### config.mk
export PLATFORM = sky130hd
export DESIGN_NAME = mips_seq_ctrl
export DESIGN_NICKNAME = d
export VERILOG_FILES = /design/src/rtl/mips_pkg.sv /design/src/rtl/mips_seq_decode.sv /design/src/rtl/mips_seq_ctrl.sv
export SDC_FILE = /design/constraint.sdc
export NUM_CORES = 1
export LEC_CHECK = 0
export ABC_AREA = 1
export BUFFER_PORTS_ARGS = -buffer_cell sky130_fd_sc_hd__buf_2
export CORE_MARGIN = 4
export CORE_UTILIZATION = 50
export CTS_BUF_LIST = sky130_fd_sc_hd__clkbuf_4 sky130_fd_sc_hd__clkbuf_8 sky130_fd_sc_hd__clkbuf_16
export DETAILED_ROUTE_END_ITERATION = 10
export PLACE_DENSITY = 0.79
export SKIP_CTS_REPAIR_TIMING = 1
export SKIP_LAST_GASP = 1
export SYNTH_ARGS = -nofsm -noshare
export SYNTH_HDL_FRONTEND = slang
export SYNTH_HIERARCHICAL = 1
export SYNTH_SLANG_ARGS = --single-unit
### constraint.sdc
create_clock -name clk -period 1.6 [get_ports clk]
set_input_delay 0.32 -clock clk [delete_from_list [all_inputs] [get_ports clk]]
set_output_delay 0.32 -clock clk [all_outputs]
set_load 0.02 [all_outputs]
### src/rtl/mips_pkg.sv
// Shared encodings for the multi-cycle MIPS sequencing controller: opcodes, functs,
// FSM state codes, ALU operations and the instruction classes latched at decode.
package mips_pkg;

  typedef enum logic [2:0] {
    ST_IDLE   = 3'd0,
    ST_FETCH  = 3'd1,
    ST_DECODE = 3'd2,
    ST_EXEC   = 3'd3,
    ST_MEM    = 3'd4,
    ST_WB     = 3'd5,
    ST_TRAP   = 3'd6
  } state_e;

  typedef enum logic [1:0] {
    ALU_ADD = 2'b00,
    ALU_SUB = 2'b01,
    ALU_SLT = 2'b10
  } alu_op_e;

  // CLS_NONE doubles as the reset value and the "undecodable" result
  typedef enum logic [2:0] {
    CLS_NONE  = 3'd0,
    CLS_RTYPE = 3'd1,
    CLS_LW    = 3'd2,
    CLS_SW    = 3'd3,
    CLS_BEQ   = 3'd4
  } cls_e;

  localparam logic [5:0] OP_RTYPE = 6'b000000;
  localparam logic [5:0] OP_LW    = 6'b100011;
  localparam logic [5:0] OP_SW    = 6'b101011;
  localparam logic [5:0] OP_BEQ   = 6'b000100;

  localparam logic [5:0] FN_ADD = 6'b100000;
  localparam logic [5:0] FN_SUB = 6'b100010;
  localparam logic [5:0] FN_SLT = 6'b101010;

endpackage

### src/rtl/mips_seq_decode.sv
// Combinational opcode/funct classifier for mips_seq_ctrl.
// BEQ is recognised only when MIPS_SEQ_CTRL_BEQ_EN is defined.
module mips_seq_decode
  import mips_pkg::*;
(
  input  logic [5:0] opcode,
  input  logic [5:0] funct,
  output logic [2:0] cls,
  output logic [1:0] alu_op
);

  always_comb begin
    cls    = CLS_NONE;
    alu_op = ALU_ADD;
    case (opcode)
      OP_RTYPE: begin
        case (funct)
          FN_ADD: cls = CLS_RTYPE;
          FN_SUB: begin
            cls    = CLS_RTYPE;
            alu_op = ALU_SUB;
          end
          FN_SLT: begin
            cls    = CLS_RTYPE;
            alu_op = ALU_SLT;
          end
          default: cls = CLS_NONE;
        endcase
      end
      OP_LW: cls = CLS_LW;
      OP_SW: cls = CLS_SW;
`ifdef MIPS_SEQ_CTRL_BEQ_EN
      OP_BEQ: begin
        cls    = CLS_BEQ;
        alu_op = ALU_SUB;
      end
`endif
      default: cls = CLS_NONE;
    endcase
  end

endmodule

### src/rtl/mips_seq_ctrl.sv
// Multi-cycle MIPS control sequencer: fetch/decode/exec/mem/wb with memory timeout trap.
// Optional BEQ support is enabled by defining MIPS_SEQ_CTRL_BEQ_EN.
module mips_seq_ctrl
  import mips_pkg::*;
#(
  parameter int MEM_TIMEOUT = 15,
  parameter int CNT_W       = 16
) (
  input  logic             clk,
  input  logic             rst_n,
  input  logic             en,
  input  logic [31:0]      inst_in,
  input  logic             mem_ack,
  input  logic             alu_zero,
  output logic             mem_req,
  output logic             mem_sel,
  output logic             mem_we,
  output logic             ir_wr,
  output logic             pc_wr,
  output logic             pc_src,
  output logic [1:0]       alu_op,
  output logic             reg_wr,
  output logic             reg_dst,
  output logic             mem_to_reg,
  output logic             busy,
  output logic             illegal,
  output logic             timeout,
  output logic [2:0]       state,
  output logic [CNT_W-1:0] instr_count
);

  localparam int WAIT_W = $clog2(MEM_TIMEOUT + 1);
  localparam logic [WAIT_W-1:0] WAIT_LAST = WAIT_W'(MEM_TIMEOUT - 1);

  state_e            state_q, state_d;
  logic [2:0]        cls_q, cls_d;
  logic [5:0]        op_q, op_d;
  logic [5:0]        fn_q, fn_d;
  logic [WAIT_W-1:0] wait_q, wait_d;
  logic [CNT_W-1:0]  cnt_q, cnt_d;
  logic              illegal_q, illegal_d;
  logic              timeout_q, timeout_d;
  logic              retire;
  logic [2:0]        dec_cls;
  logic [1:0]        dec_alu;

  mips_seq_decode u_decode (
    .opcode (op_q),
    .funct  (fn_q),
    .cls    (dec_cls),
    .alu_op (dec_alu)
  );

`ifndef MIPS_SEQ_CTRL_BEQ_EN
  logic unused_in;
  assign unused_in = alu_zero ^ (^inst_in[25:6]);
`else
  logic unused_in;
  assign unused_in = ^inst_in[25:6];
`endif

  always_comb begin
    state_d    = state_q;
    cls_d      = cls_q;
    op_d       = op_q;
    fn_d       = fn_q;
    wait_d     = '0;
    cnt_d      = cnt_q;
    illegal_d  = illegal_q;
    timeout_d  = timeout_q;
    retire     = 1'b0;
    mem_req    = 1'b0;
    mem_sel    = 1'b0;
    mem_we     = 1'b0;
    ir_wr      = 1'b0;
    pc_wr      = 1'b0;
    pc_src     = 1'b0;
    alu_op     = ALU_ADD;
    reg_wr     = 1'b0;
    reg_dst    = 1'b0;
    mem_to_reg = 1'b0;

    case (state_q)
      ST_IDLE: if (en) state_d = ST_FETCH;
      ST_FETCH: begin
        mem_req = 1'b1;
        if (mem_ack) begin
          ir_wr   = 1'b1;
          pc_wr   = 1'b1;
          op_d    = inst_in[31:26];
          fn_d    = inst_in[5:0];
          state_d = ST_DECODE;
        end else if (wait_q == WAIT_LAST) begin
          timeout_d = 1'b1;
          state_d   = ST_TRAP;
        end else begin
          wait_d = wait_q + WAIT_W'(1);
        end
      end
      ST_DECODE: begin
        alu_op = dec_alu;
        cls_d  = dec_cls;
        if (dec_cls == CLS_NONE) begin
          illegal_d = 1'b1;
          state_d   = ST_TRAP;
        end else begin
          state_d = ST_EXEC;
        end
      end
      ST_EXEC: begin
        alu_op = dec_alu;
        case (cls_q)
          CLS_RTYPE:     state_d = ST_WB;
          CLS_LW, CLS_SW: state_d = ST_MEM;
`ifdef MIPS_SEQ_CTRL_BEQ_EN
          CLS_BEQ: begin
            pc_wr  = alu_zero;
            pc_src = alu_zero;
            retire = 1'b1;
          end
`endif
          default: state_d = ST_TRAP;
        endcase
      end
      ST_MEM: begin
        mem_req = 1'b1;
        mem_sel = 1'b1;
        mem_we  = (cls_q == CLS_SW);
        if (mem_ack) begin
          if (cls_q == CLS_LW) state_d = ST_WB;
          else retire = 1'b1;
        end else if (wait_q == WAIT_LAST) begin
          timeout_d = 1'b1;
          state_d   = ST_TRAP;
        end else begin
          wait_d = wait_q + WAIT_W'(1);
        end
      end
      ST_WB: begin
        reg_wr     = 1'b1;
        reg_dst    = (cls_q == CLS_RTYPE);
        mem_to_reg = (cls_q == CLS_LW);
        retire     = 1'b1;
      end
      ST_TRAP: state_d = ST_TRAP;
      default: state_d = ST_IDLE;
    endcase

    if (retire) begin
      cnt_d   = cnt_q + CNT_W'(1);
      state_d = en ? ST_FETCH : ST_IDLE;
    end

    // Strobes are silenced while reset is held, even before the reset edge lands
    if (!rst_n) begin
      mem_req    = 1'b0;
      mem_sel    = 1'b0;
      mem_we     = 1'b0;
      ir_wr      = 1'b0;
      pc_wr      = 1'b0;
      pc_src     = 1'b0;
      alu_op     = ALU_ADD;
      reg_wr     = 1'b0;
      reg_dst    = 1'b0;
      mem_to_reg = 1'b0;
    end
  end

  always_ff @(posedge clk) begin
    if (!rst_n) begin
      state_q   <= ST_IDLE;
      cls_q     <= CLS_NONE;
      op_q      <= '0;
      fn_q      <= '0;
      wait_q    <= '0;
      cnt_q     <= '0;
      illegal_q <= 1'b0;
      timeout_q <= 1'b0;
    end else begin
      state_q   <= state_d;
      cls_q     <= cls_d;
      op_q      <= op_d;
      fn_q      <= fn_d;
      wait_q    <= wait_d;
      cnt_q     <= cnt_d;
      illegal_q <= illegal_d;
      timeout_q <= timeout_d;
    end
  end

  assign busy        = (state_q != ST_IDLE);
  assign illegal     = illegal_q;
  assign timeout     = timeout_q;
  assign state       = state_q;
  assign instr_count = cnt_q;

endmodule

==> Flow_metrics.wiki, run 1 <==
{| class="wikitable"
! Metric !! Value
|-
| Final setup skew || 0.00273 ns
|-
| Post-layout instance count excluding filler cells || 434
|-
| 1st-pass router iterations || 4
|-
| Synthesized instance count || around 330
|-
| Main synth FF type || sky130_fd_sc_hd__dfxtp_1
|-
| Final setup violation count || 2
|-
| Global-route wire length before repair || roughly 8600 um
|-
| Total length of routed wires || 5290 um
|-
| Initial antenna violation count || 0
|-
| Post-synth net total || 365
|-
| Library cell with the largest summed area after synthesis || sky130_fd_sc_hd__dfxtp_1
|-
| Detail Route Antenna Nets || 0
|-
| Growth of design area from synthesis to finish || 28.9%
|-
| Slowest cell delay on critical path || 0.32 ns
|-
| Wire per inst || 12.2 um
|-
| Crit path DAT || about 1.4 ns
|-
| Highest clock frequency the design can meet || 589 MHz
|-
| Drt drc || 0
|-
| Minimum setup slack in the final design || -0.0991 ns
|-
| Worst hold-check path type || input pin to flop
|-
| Most frequent cells in the layout || sky130_fd_sc_hd__nand2_1 (75), sky130_fd_sc_hd__buf_2 (39), sky130_fd_sc_hd__nor2_1 (38)
|-
| Area enclosed by the die boundary || 5390 um^2
|-
| Largest cells by area after synthesis || sky130_fd_sc_hd__dfxtp_1 (37%), sky130_fd_sc_hd__nand2_1 (14%), sky130_fd_sc_hd__nand3_1 (8.4%)
|-
| Floorplan row count || 23
|-
| Vias after detailed routing || approximately 2,200
|-
| CTS H-tree lvls || 2
|-
| Share of final-layout standard cells stronger than drive strength 1 || 0.294
|-
| Hpwl dp || 3710 um
|-
| DRT iter0 DRCs || between 150 and 200
|-
| Worst path bufs/invs || 2
|-
| Floorplan die width || around 73 um
|-
| Number of library cell types mapped by synthesis || 32
|-
| CTS tree || done
|-
| Number of global-route vias before repair || 2,030
|-
| Count of flip-flops with a built-in enable after synthesis || 0
|-
| Port Buffer Count || 47
|-
| Violations in the final reports || negative setup slack
|-
| Number of clock buffers inserted by TritonCTS || 5
|-
| Crit path max-delay cell type || sky130_fd_sc_hd__dfxtp_2
|-
| Largest fanout of any net on the critical path || 2
|-
| Power Total || between 3 and 4 mW
|-
| Ratio of routed vias to standard cells || 5.10
|-
| Max Slew Vio Count || 0
|-
| Y dimension of the die || about 73 um
|-
| Result of the run || complete, but fails checks
|-
| Yosys warning count || 6
|-
| Buffers from clock root to sink, at most || 2
|-
| Placeable Area || 4060 um^2
|-
| Total power per unit cell area || around 1100 nW/um^2
|-
| Master cell of the clock root buffer || sky130_fd_sc_hd__clkbuf_8
|-
| Post-synth design cell area || 2140 um^2
|-
| Reg clk slew, reported paths || around 0.070 ns
|-
| Net count reported at finish || 423
|-
| Count of state elements after synthesis || 40
|-
| Required time worst endpoint || roughly 1.3 ns
|-
| Capturing element type of the critical path || output port
|-
| Clock latency at the later pin of the worst-skew pair || 0.29 ns
|-
| Starting utilization of the core area || 0.527
|-
| Startpoint-to-endpoint class of the critical path || flop to output port
|-
| Weighted congestion at the end of routability-driven global placement || about 0.89
|-
| Final antenna diode count || 0
|-
| Top-level port count || 70
|-
| Startpoint Class || flop
|-
| Period utilization || 1.06
|-
| Max-capacitance violation count || 0
|-
| Crit-path leading delay family || simple AND/OR/NAND/NOR gates
|-
| Maximum number of pins on one net before global-route repair || 19
|-
| Count of fill cells added during filler insertion || 353
|-
| Area of the multi-input gates || 1210 um^2
|-
| Area fraction of the dominant cell type after synthesis || 0.374
|-
| Share of the yosys chip area belonging to registers || 0.374
|-
| Number of clock sinks || 40
|-
| Fraction of synthesis flops using an asynchronous set or reset pin || 0
|-
| Crit path time final || 1.70 ns
|-
| Most common library cell in the layout ignoring fill and taps || sky130_fd_sc_hd__nand2_1
|-
| Remaining Overflow, GRT || 0
|-
| Total global routing track utilization || 0.201
|-
| Setup repair after global routing missed its margin || yes
|-
| Syn_area_per_cell || 6.58 um^2
|-
| Area used by sequential logic in the layout || 818 um^2
|-
| Cell leakage power || 1.18 nW
|-
| Final Hold Viols || 0
|-
| Cell-by-cell trace of the critical path || or2_4 -> nor2_4 -> nand2_2 -> nor2_2 -> inv_1 -> nor2_1 -> buf_4
|-
| Inst Count DP || 421
|-
| Max VDD drop || 0.824 mV
|}
==> tightest hold or removal path, stage by stage <==
cell,delay [ns]
sky130_fd_sc_hd__buf_2,0.10
sky130_fd_sc_hd__nand3_1,0.07
sky130_fd_sc_hd__a21oi_1,0.06
==> Yosys cell counts (2+ instances only) <==
cell type                  count
sky130_fd_sc_hd__a21oi_1      28
sky130_fd_sc_hd__xnor2_1       2
sky130_fd_sc_hd__nor2_2        3
sky130_fd_sc_hd__buf_2         3
sky130_fd_sc_hd__nand3_1      36
sky130_fd_sc_hd__inv_2         3
sky130_fd_sc_hd__nor3_1        7
sky130_fd_sc_hd__xor2_1        3
sky130_fd_sc_hd__conb_1        2
sky130_fd_sc_hd__clkbuf_1      3
sky130_fd_sc_hd__buf_6         2
sky130_fd_sc_hd__nand2_1      78
sky130_fd_sc_hd__o21ai_0       8
sky130_fd_sc_hd__buf_4         5
sky130_fd_sc_hd__ha_1          3
sky130_fd_sc_hd__nor2_1       44
sky130_fd_sc_hd__dfxtp_1      40
sky130_fd_sc_hd__inv_1        34
sky130_fd_sc_hd__nand4_1       8
==> stage by stage <==
stage / utilization / hold slack [ns] / setup WS (ns) / area (um^2) / setup TNS, ns
floorplan: - / 0.430 / -0.0780 / 2170 / -0.331
finish: 0.680 / 0.294 / -0.0991 / 2760 / -0.184
detailed placement: 0.610 / 0.444 / 0.0902 / 2470 / 0
CTS: 0.634 / 0.279 / -0.253 / 2570 / -1.30
global placement: 0.610 / 0.441 / 0.145 / 2470 / 0
global route: 0.680 / 0.291 / -0.182 / 2760 / -0.638
==> final cells by class <==
cell class | count | area share
tap | 50 | 0.0227
clock buffer | 8 | 0.0354
inverter | 38 | 0.0562
timing repair buffer | 65 | 0.149
sequential | 40 | 0.297
multi-input combinational | 233 | 0.440
==> registers in the layout, indices dropped and copies added, names as in the netlist <==
name         cells
instr_count     16
fn_q             6
op_q             6
wait_q           4
cls_q            3
state            3
illegal          1
timeout          1
==> worst paths after layout <==
kind	start	endpoint	slack (ns)	cells after the start
max reg2reg	op_q[4]	state[2]	0.09	9
min	inst_in[3]	fn_q[3]	0.29	3
max	op_q[4]	alu_op[0]	-0.1	7
min reg2reg	illegal	illegal	0.46	2
==> cell families (layout without fill, tap and decap cells) <==
family                   after synthesis  in the layout  synth area share
adder cells (fa/ha/maj)                3              3            0.0175
other                                  2              2           0.00351
AND/OR/NAND/NOR                      184            184             0.380
AO/OA/AOI/OAI                         39             39            0.0959
flip-flops                            40             40             0.374
buffers and inverters                 52            111             0.109
XOR/XNOR                               5              5            0.0205
==> power by group <==
| group | switching [mW] | internal [mW] | total [mW] |
|---|---|---|---|
| clock network | 0.335 | 0.386 | 0.720 |
| registers | 0.142 | 1.13 | 1.27 |
| logic | 0.725 | 0.433 | 1.16 |
==> metal layers <==
metal  up-vias  part of all wire  GRT usage
li1       1149                 -          -
met1       999              0.45      0.254
met2        61              0.49      0.331
met3         6             0.056     0.0479
met4         0            0.0096     0.0724
met5         -                 0          0
(Power assumes the default switching activity.)
==> run 2, diff against run 1 <==
Settings changed: CORE_UTILIZATION 50 to 45, MAX_ROUTING_LAYER set to met4, PLACE_DENSITY 0.79 to 0.76, SYNTH_HIERARCHICAL 1 to not set.
Clock period 1.6 ns to 1.43 ns, I/O delays scaled along.
==> Flow_metrics.wiki, run 2 <==
{| class="wikitable"
! Metric !! Value
|-
| Worst hold-check path type || input pin to flop
|-
| Clk pwr share || 0.191
|-
| Max VDD drop || a little over 0.9 mV
|-
| Synth Area in Simple Gates || 0.321
|-
| Weighted congestion at the end of routability-driven global placement || between 0.8 and 0.9
|-
| Port Buffer Count || 47
|-
| Area of all placed cells without fillers || between 2000 and 3000 um^2
|-
| Slowest cell delay on critical path || 0.32 ns
|-
| Master cell of the clock root buffer || sky130_fd_sc_hd__clkbuf_8
|-
| Reg clk slew, reported paths || 0.07 ns
|-
| Remaining Overflow, GRT || 0
|-
| Crit path DAT || 1.35 ns
|-
| Required time worst endpoint || 1.14 ns
|-
| Startpoint Class || flop
|-
| Number of clock sinks || 39
|-
| Number of library cell types mapped by synthesis || 30
|-
| Floorplan row count || 24
|-
| Violations in the final reports || negative setup slack
|-
| Period utilization || 1.15
|-
| Count of flip-flops with a built-in enable after synthesis || 0
|-
| Drt drc || 0
|-
| Final setup violation count || 10
|-
| Share of the yosys chip area belonging to registers || 0.387
|-
| Buffers from clock root to sink, at most || 2
|-
| Top-level port count || 70
|-
| Growth of design area from synthesis to finish || 35.5%
|-
| Most common library cell in the layout ignoring fill and taps || sky130_fd_sc_hd__nand2_1
|-
| Detail Route Antenna Nets || 0
|-
| DRT iter0 DRCs || 139
|-
| Fraction of synthesis flops using an asynchronous set or reset pin || 0
|-
| Dominant combinational cell family by area after synthesis || simple AND/OR/NAND/NOR gates
|-
| Crit path time final || around 1.6 ns
|-
| Share of final-layout standard cells stronger than drive strength 1 || 0.319
|-
| Adder and majority cell fraction of the synthesized area || 0.0186
|-
| Most frequent cells in the layout || sky130_fd_sc_hd__nand2_1 (67), sky130_fd_sc_hd__buf_2 (36), sky130_fd_sc_hd__nor2_1 (34)
|-
| Wire per inst || 12.5 um
|-
| Crit-path leading delay family || simple AND/OR/NAND/NOR gates
|-
| Yosys warning count || 0
|-
| Placeable Area || 4350 um^2
|-
| Total power per unit cell area || 1330 nW/um^2
|-
| Area fraction in compound gates after synthesis || 0.154
|-
| Synthesized-area fraction occupied by xor and xnor cells || 0.0260
|-
| Combinational cell fraction of total power || 0.418
|-
| Capturing element type of the critical path || output port
|-
| Cell-by-cell trace of the critical path || nor2_2 -> nand3_1 -> nor2_2 -> nand4_1 -> nor2_1 -> buf_4
|-
| Most instantiated library cell after synthesis || sky130_fd_sc_hd__nand2_1
|-
| Area enclosed by the die boundary || 5620 um^2
|-
| Crit path max-delay cell type || sky130_fd_sc_hd__dfxtp_2
|-
| Max FFs per register || 16
|-
| Area fraction of the dominant cell type after synthesis || 0.387
|-
| Maximum number of pins on one net before global-route repair || 23
|-
| Highest clock frequency the design can meet || 610 MHz
|-
| Floorplan die width || 75.0 um
|-
| Largest fanout of any net on the critical path || 2
|-
| Worst path bufs/invs || 1
|-
| Ratio of routed vias to standard cells || 5.12
|-
| Count of state elements after synthesis || 39
|-
| Cell internal pwr || 2.24 mW
|-
| Library cell with the largest summed area after synthesis || sky130_fd_sc_hd__dfxtp_1
|-
| Mux cell area share after synthesis || 0
|-
| Top cells by instance count after synthesis || sky130_fd_sc_hd__nand2_1 (70), sky130_fd_sc_hd__nor2_1 (43), sky130_fd_sc_hd__dfxtp_1 (39)
|-
| Worst setup timing slack at the placement stage || about 0.064 ns
|-
| Startpoint-to-endpoint class of the critical path || flop to output port
|-
| 1st-pass router iterations || 4
|-
| Starting utilization of the core area || 0.464
|-
| Final antenna diode count || 0
|-
| Placed Instance Area || 2450 um^2
|-
| Number of clock buffers inserted by TritonCTS || 5
|-
| Hpwl dp || 3700 um
|-
| Power Total || 3.64 mW
|-
| Synthesized instance count || 300
|-
| Net count reported at finish || about 400
|-
| Max Slew Vio Count || 0
|-
| Final setup skew || 0.00356 ns
|-
| Min Hold Slack || between 0.2 and 0.3 ns
|-
| Post-synth design cell area || 2020 um^2
|-
| CTS H-tree lvls || 2
|-
| Number of global-route vias before repair || between 1,500 and 2,000
|-
| CTS tree || done
|-
| Vias after detailed routing || 2,160
|-
| Clock latency at the later pin of the worst-skew pair || between 0.2 and 0.3 ns
|-
| Y dimension of the die || 75.0 um
|-
| Total global routing track utilization || 0.194
|-
| Total length of routed wires || 5260 um
|-
| Result of the run || complete, but fails checks
|-
| Switching power total || 1.40 mW
|-
| Setup repair after global routing missed its margin || yes
|-
| Max-capacitance violation count || 0
|-
| Largest cells by area after synthesis || sky130_fd_sc_hd__dfxtp_1 (39%), sky130_fd_sc_hd__nand2_1 (13%), sky130_fd_sc_hd__nor2_1 (8.0%)
|-
| Final Hold Viols || 0
|-
| CP dominant cell by count || sky130_fd_sc_hd__nor2_2
|-
| Net switching share of the total power || 0.384
|-
| Main synth FF type || sky130_fd_sc_hd__dfxtp_1
|-
| Global-route wire length before repair || 8140 um
|-
| Part of the total power dissipated in sequential elements || 0.391
|-
| Cell leakage power || around 1.2 nW
|-
| Post-synth net total || 340
|-
| Initial antenna violation count || 0
|-
| Minimum setup slack in the final design || -0.209 ns
|-
| Syn_area_per_cell || 6.73 um^2
|}
run 2: cell types whose count changed in the layout (fill, tap and decap cells not counted), sizes merged, moves of 3 or more:
cell | previous run | this run
nand3 | 37 | 24
o21ai | 8 | 21
buf | 64 | 73
nand2 | 80 | 73
inv | 36 | 31
nor2 | 48 | 43
nor3 | 8 | 3
a21oi | 28 | 32
clkbuf | 9 | 6
run 2: cell families after synthesis:
| family | after synthesis |
|---|---|
| AO/OA/AOI/OAI | 58 |
| other | 1 |
| adder cells (fa/ha/maj) | 3 |
| XOR/XNOR | 6 |
| flip-flops | 39 |
| AND/OR/NAND/NOR | 151 |
| buffers and inverters | 42 |
run 2: cell type report:
cell class,count,area (um^2)
well taps,52,65.1
fillers,382,1620
repair buffers,73,477
inverters,31,121
flip-flops and latches,39,798
clock buffers,6,76.3
multi-input cells,221,1200
run 2: routing by layer:
metal,routed length (um),global-route usage,up-vias
met5,0,-,-
met4,102,0.0810,0
met3,257,0.0441,8
met2,2590,0.325,48
met1,2310,0.223,993
li1,-,-,1111
run 2: power groups by stage:
| stage | clock network, mW | registers [mW] | logic, mW |
|---|---|---|---|
| 2_1_floorplan | 0 | 1.44 | 0.770 |
| 4_1_cts | 0.720 | 1.37 | 1.22 |
| 3_5_place_dp | 0 | 1.39 | 1.21 |
| 3_3_place_gp | 0 | 1.39 | 1.20 |
| 5_1_grt | 0.762 | 1.44 | 1.67 |
| 6_report | 0.695 | 1.42 | 1.52 |
run 2: through the flow:
stage | TNS, ns | cells | util
after floorplan | -0.300 | 300 | -
after global placement | 0 | 411 | 0.563
after detailed placement | 0 | 411 | 0.563
after CTS | -2.14 | 417 | 0.580
after global routing | -2.05 | 422 | 0.628
final | -1.31 | 422 | 0.628
run 2: worst min-delay path: cells and delay by family:
kind / cells / cell delay, ns
and+or+nand+nor: 2 / 0.13
buffers and inverters: 1 / 0.10
run 2: final timing paths:
kind,end,cells after the start,slack [ns],startpoint
worst max register to register,state[2],7,0.06,state[0]
worst min-delay path,state[0],3,0.26,en
worst min register to register,illegal,2,0.45,illegal
worst max-delay path,alu_op[1],6,-0.21,op_q[0]
==> run 3, diff against run 2 <==
Settings changed: CORE_UTILIZATION 45 to 46, GPL_TIMING_DRIVEN set to 0, PLACE_DENSITY 0.76 to 0.77, SYNTH_HIERARCHICAL set to 1.
==> Flow_metrics.wiki, run 3 (synthesis gave the netlist of run 1 again) <==
{| class="wikitable"
! Metric !! Value
|-
| Detail Route Antenna Nets || 0
|-
| Max VDD drop || 1.00 mV
|-
| Number of clock sinks || 40
|-
| Number of global-route vias before repair || 1,936
|-
| Worst setup timing slack at the placement stage || -0.390 ns
|-
| Final setup skew || 0.00569 ns
|-
| Share of final-layout standard cells stronger than drive strength 1 || 0.356
|-
| Violations in the final reports || negative setup slack
|-
| Total global routing track utilization || 0.180
|-
| Top-level port count || 70
|-
| Y dimension of the die || 76.2 um
|-
| Most frequent cells in the layout || sky130_fd_sc_hd__nand2_1 (73), sky130_fd_sc_hd__buf_2 (39), sky130_fd_sc_hd__nor2_1 (36)
|-
| Number of clock buffers inserted by TritonCTS || 5
|-
| Vias after detailed routing || 2,345
|-
| Port Buffer Count || 45
|-
| Required time worst endpoint || 1.14 ns
|-
| DRT iter0 DRCs || around 180
|-
| Buffers from clock root to sink, at most || 2
|-
| Max FFs per register || 16
|-
| Result of the run || complete, but fails checks
|-
| Period utilization || 1.21
|-
| Reg clk slew, reported paths || 0.08 ns
|-
| Initial antenna violation count || 0
|-
| Setup repair after global routing missed its margin || yes
|-
| Wire per inst || roughly 13 um
|-
| Clock latency at the later pin of the worst-skew pair || 0.29 ns
|-
| Cell leakage power || 1.27 nW
|-
| Inst Count DP || 422
|-
| CTS H-tree lvls || 2
|-
| Highest clock frequency the design can meet || about 580 MHz
|-
| Crit path time final || between 1.5 and 2 ns
|-
| Part of the total power dissipated in sequential elements || 0.354
|-
| Switching power total || between 1 and 1.5 mW
|-
| Starting utilization of the core area || 0.485
|-
| Net count reported at finish || 438
|-
| Remaining Overflow, GRT || 0
|-
| Total power per unit cell area || 1340 nW/um^2
|-
| Weighted congestion at the end of routability-driven global placement || slightly above 0.9
|-
| Minimum setup slack in the final design || -0.305 ns
|-
| Area enclosed by the die boundary || 5810 um^2
|-
| Final antenna diode count || 0
|-
| Max-capacitance violation count || 0
|-
| Measured slew at the worst slew-check pin || approximately 0.53 ns
|-
| Drt drc || 0
|-
| Clk pwr share || 0.256
|-
| Combinational cell fraction of total power || 0.390
|-
| Cell internal pwr || approximately 2.5 mW
|-
| Floorplan die width || 76.2 um
|-
| CTS tree || done
|-
| Most common library cell in the layout ignoring fill and taps || sky130_fd_sc_hd__nand2_1
|-
| Startpoint-to-endpoint class of the critical path || flop to output port
|-
| Total length of routed wires || 5990 um
|-
| Hpwl dp || 3840 um
|-
| Net switching share of the total power || 0.362
|-
| Ratio of routed vias to standard cells || approximately 5.2
|-
| Largest fanout of any net on the critical path || 6
|-
| Crit path DAT || 1.45 ns
|-
| Post-layout instance count excluding filler cells || 451
|-
| Master cell of the clock root buffer || sky130_fd_sc_hd__clkbuf_8
|-
| Capturing element type of the critical path || output port
|-
| Placeable Area || 4410 um^2
|-
| Global-route wire length before repair || 8640 um
|-
| Max Slew Vio Count || 0
|-
| Growth of design area from synthesis to finish || 38.4%
|-
| Final Hold Viols || 0
|-
| Startpoint Class || flop
|-
| Maximum number of pins on one net before global-route repair || 13
|-
| 1st-pass router iterations || 4
|-
| Final cell utilization of the core || 0.671
|-
| Worst hold-check path type || input pin to flop
|-
| Final setup violation count || 19
|-
| Slew Limit Headroom || 0.650
|-
| Floorplan row count || 24
|}
-- run 3: final timing paths --
check                   start  endpoint  slack [ns]  cells past startpoint
setup / recovery     state[2]     pc_wr       -0.31                      8
hold reg to reg       fn_q[4]   fn_q[4]        0.46                      2
hold / removal    inst_in[27]   op_q[1]        0.24                      3
setup reg to reg      op_q[2]  state[2]       -0.08                      9
-- run 3: power by group through the flow --
stage / clock network (mW) / registers, mW / logic, mW
after floorplan: 0 / 1.41 / 0.777
after global placement: 0 / 1.38 / 1.06
after detailed placement: 0 / 1.38 / 1.09
after CTS: 1.03 / 1.36 / 1.09
after global routing: 1.08 / 1.43 / 1.69
final: 1.01 / 1.41 / 1.55
-- run 3: metal layers --
layer | up-vias | routed length (um) | GRT usage
li1 | 1186 | - | -
met1 | 1079 | 2680 | 0.242
met2 | 71 | 2880 | 0.273
met3 | 9 | 347 | 0.0426
met4 | 0 | 82 | 0.0472
met5 | - | 0 | -
-- run 3: cell type report --
| class | instances | area [um^2] |
|---|---|---|
| Multi-Input combinational cell | 233 | 1260 |
| Timing Repair Buffer | 67 | 434 |
| Buffer | 13 | 97.6 |
| Clock buffer | 7 | 96.3 |
| Fill cell | 351 | 1450 |
| Clock inverter | 1 | 30.0 |
| Inverter | 38 | 151 |
| Sequential cell | 40 | 826 |
| Tap cell | 52 | 65.1 |
-- run 3: stage by stage --
step	total power [mW]	setup TNS, ns	instance area [um^2]	hold slack (ns)
2_1_floorplan	2.19	-0.674	2200	0.424
3_3_place_gp	2.44	-2.01	2490	0.437
3_5_place_dp	2.47	-2.30	2490	0.450
4_1_cts	3.48	-4.29	2610	0.231
5_1_grt	4.19	-4.20	2960	0.242
6_report	3.97	-2.60	2960	0.242
-- run 3: worst max-delay path, cell delays in order, from the launching register on --
cell and delay, ns:
sky130_fd_sc_hd__dfxtp_4 0.39, sky130_fd_sc_hd__nor2_4 0.14, sky130_fd_sc_hd__nand2_4 0.08, sky130_fd_sc_hd__inv_4 0.09
sky130_fd_sc_hd__nand2_4 0.05, sky130_fd_sc_hd__buf_8 0.13, sky130_fd_sc_hd__nor2_4 0.08, sky130_fd_sc_hd__buf_6 0.10
sky130_fd_sc_hd__buf_6 0.10
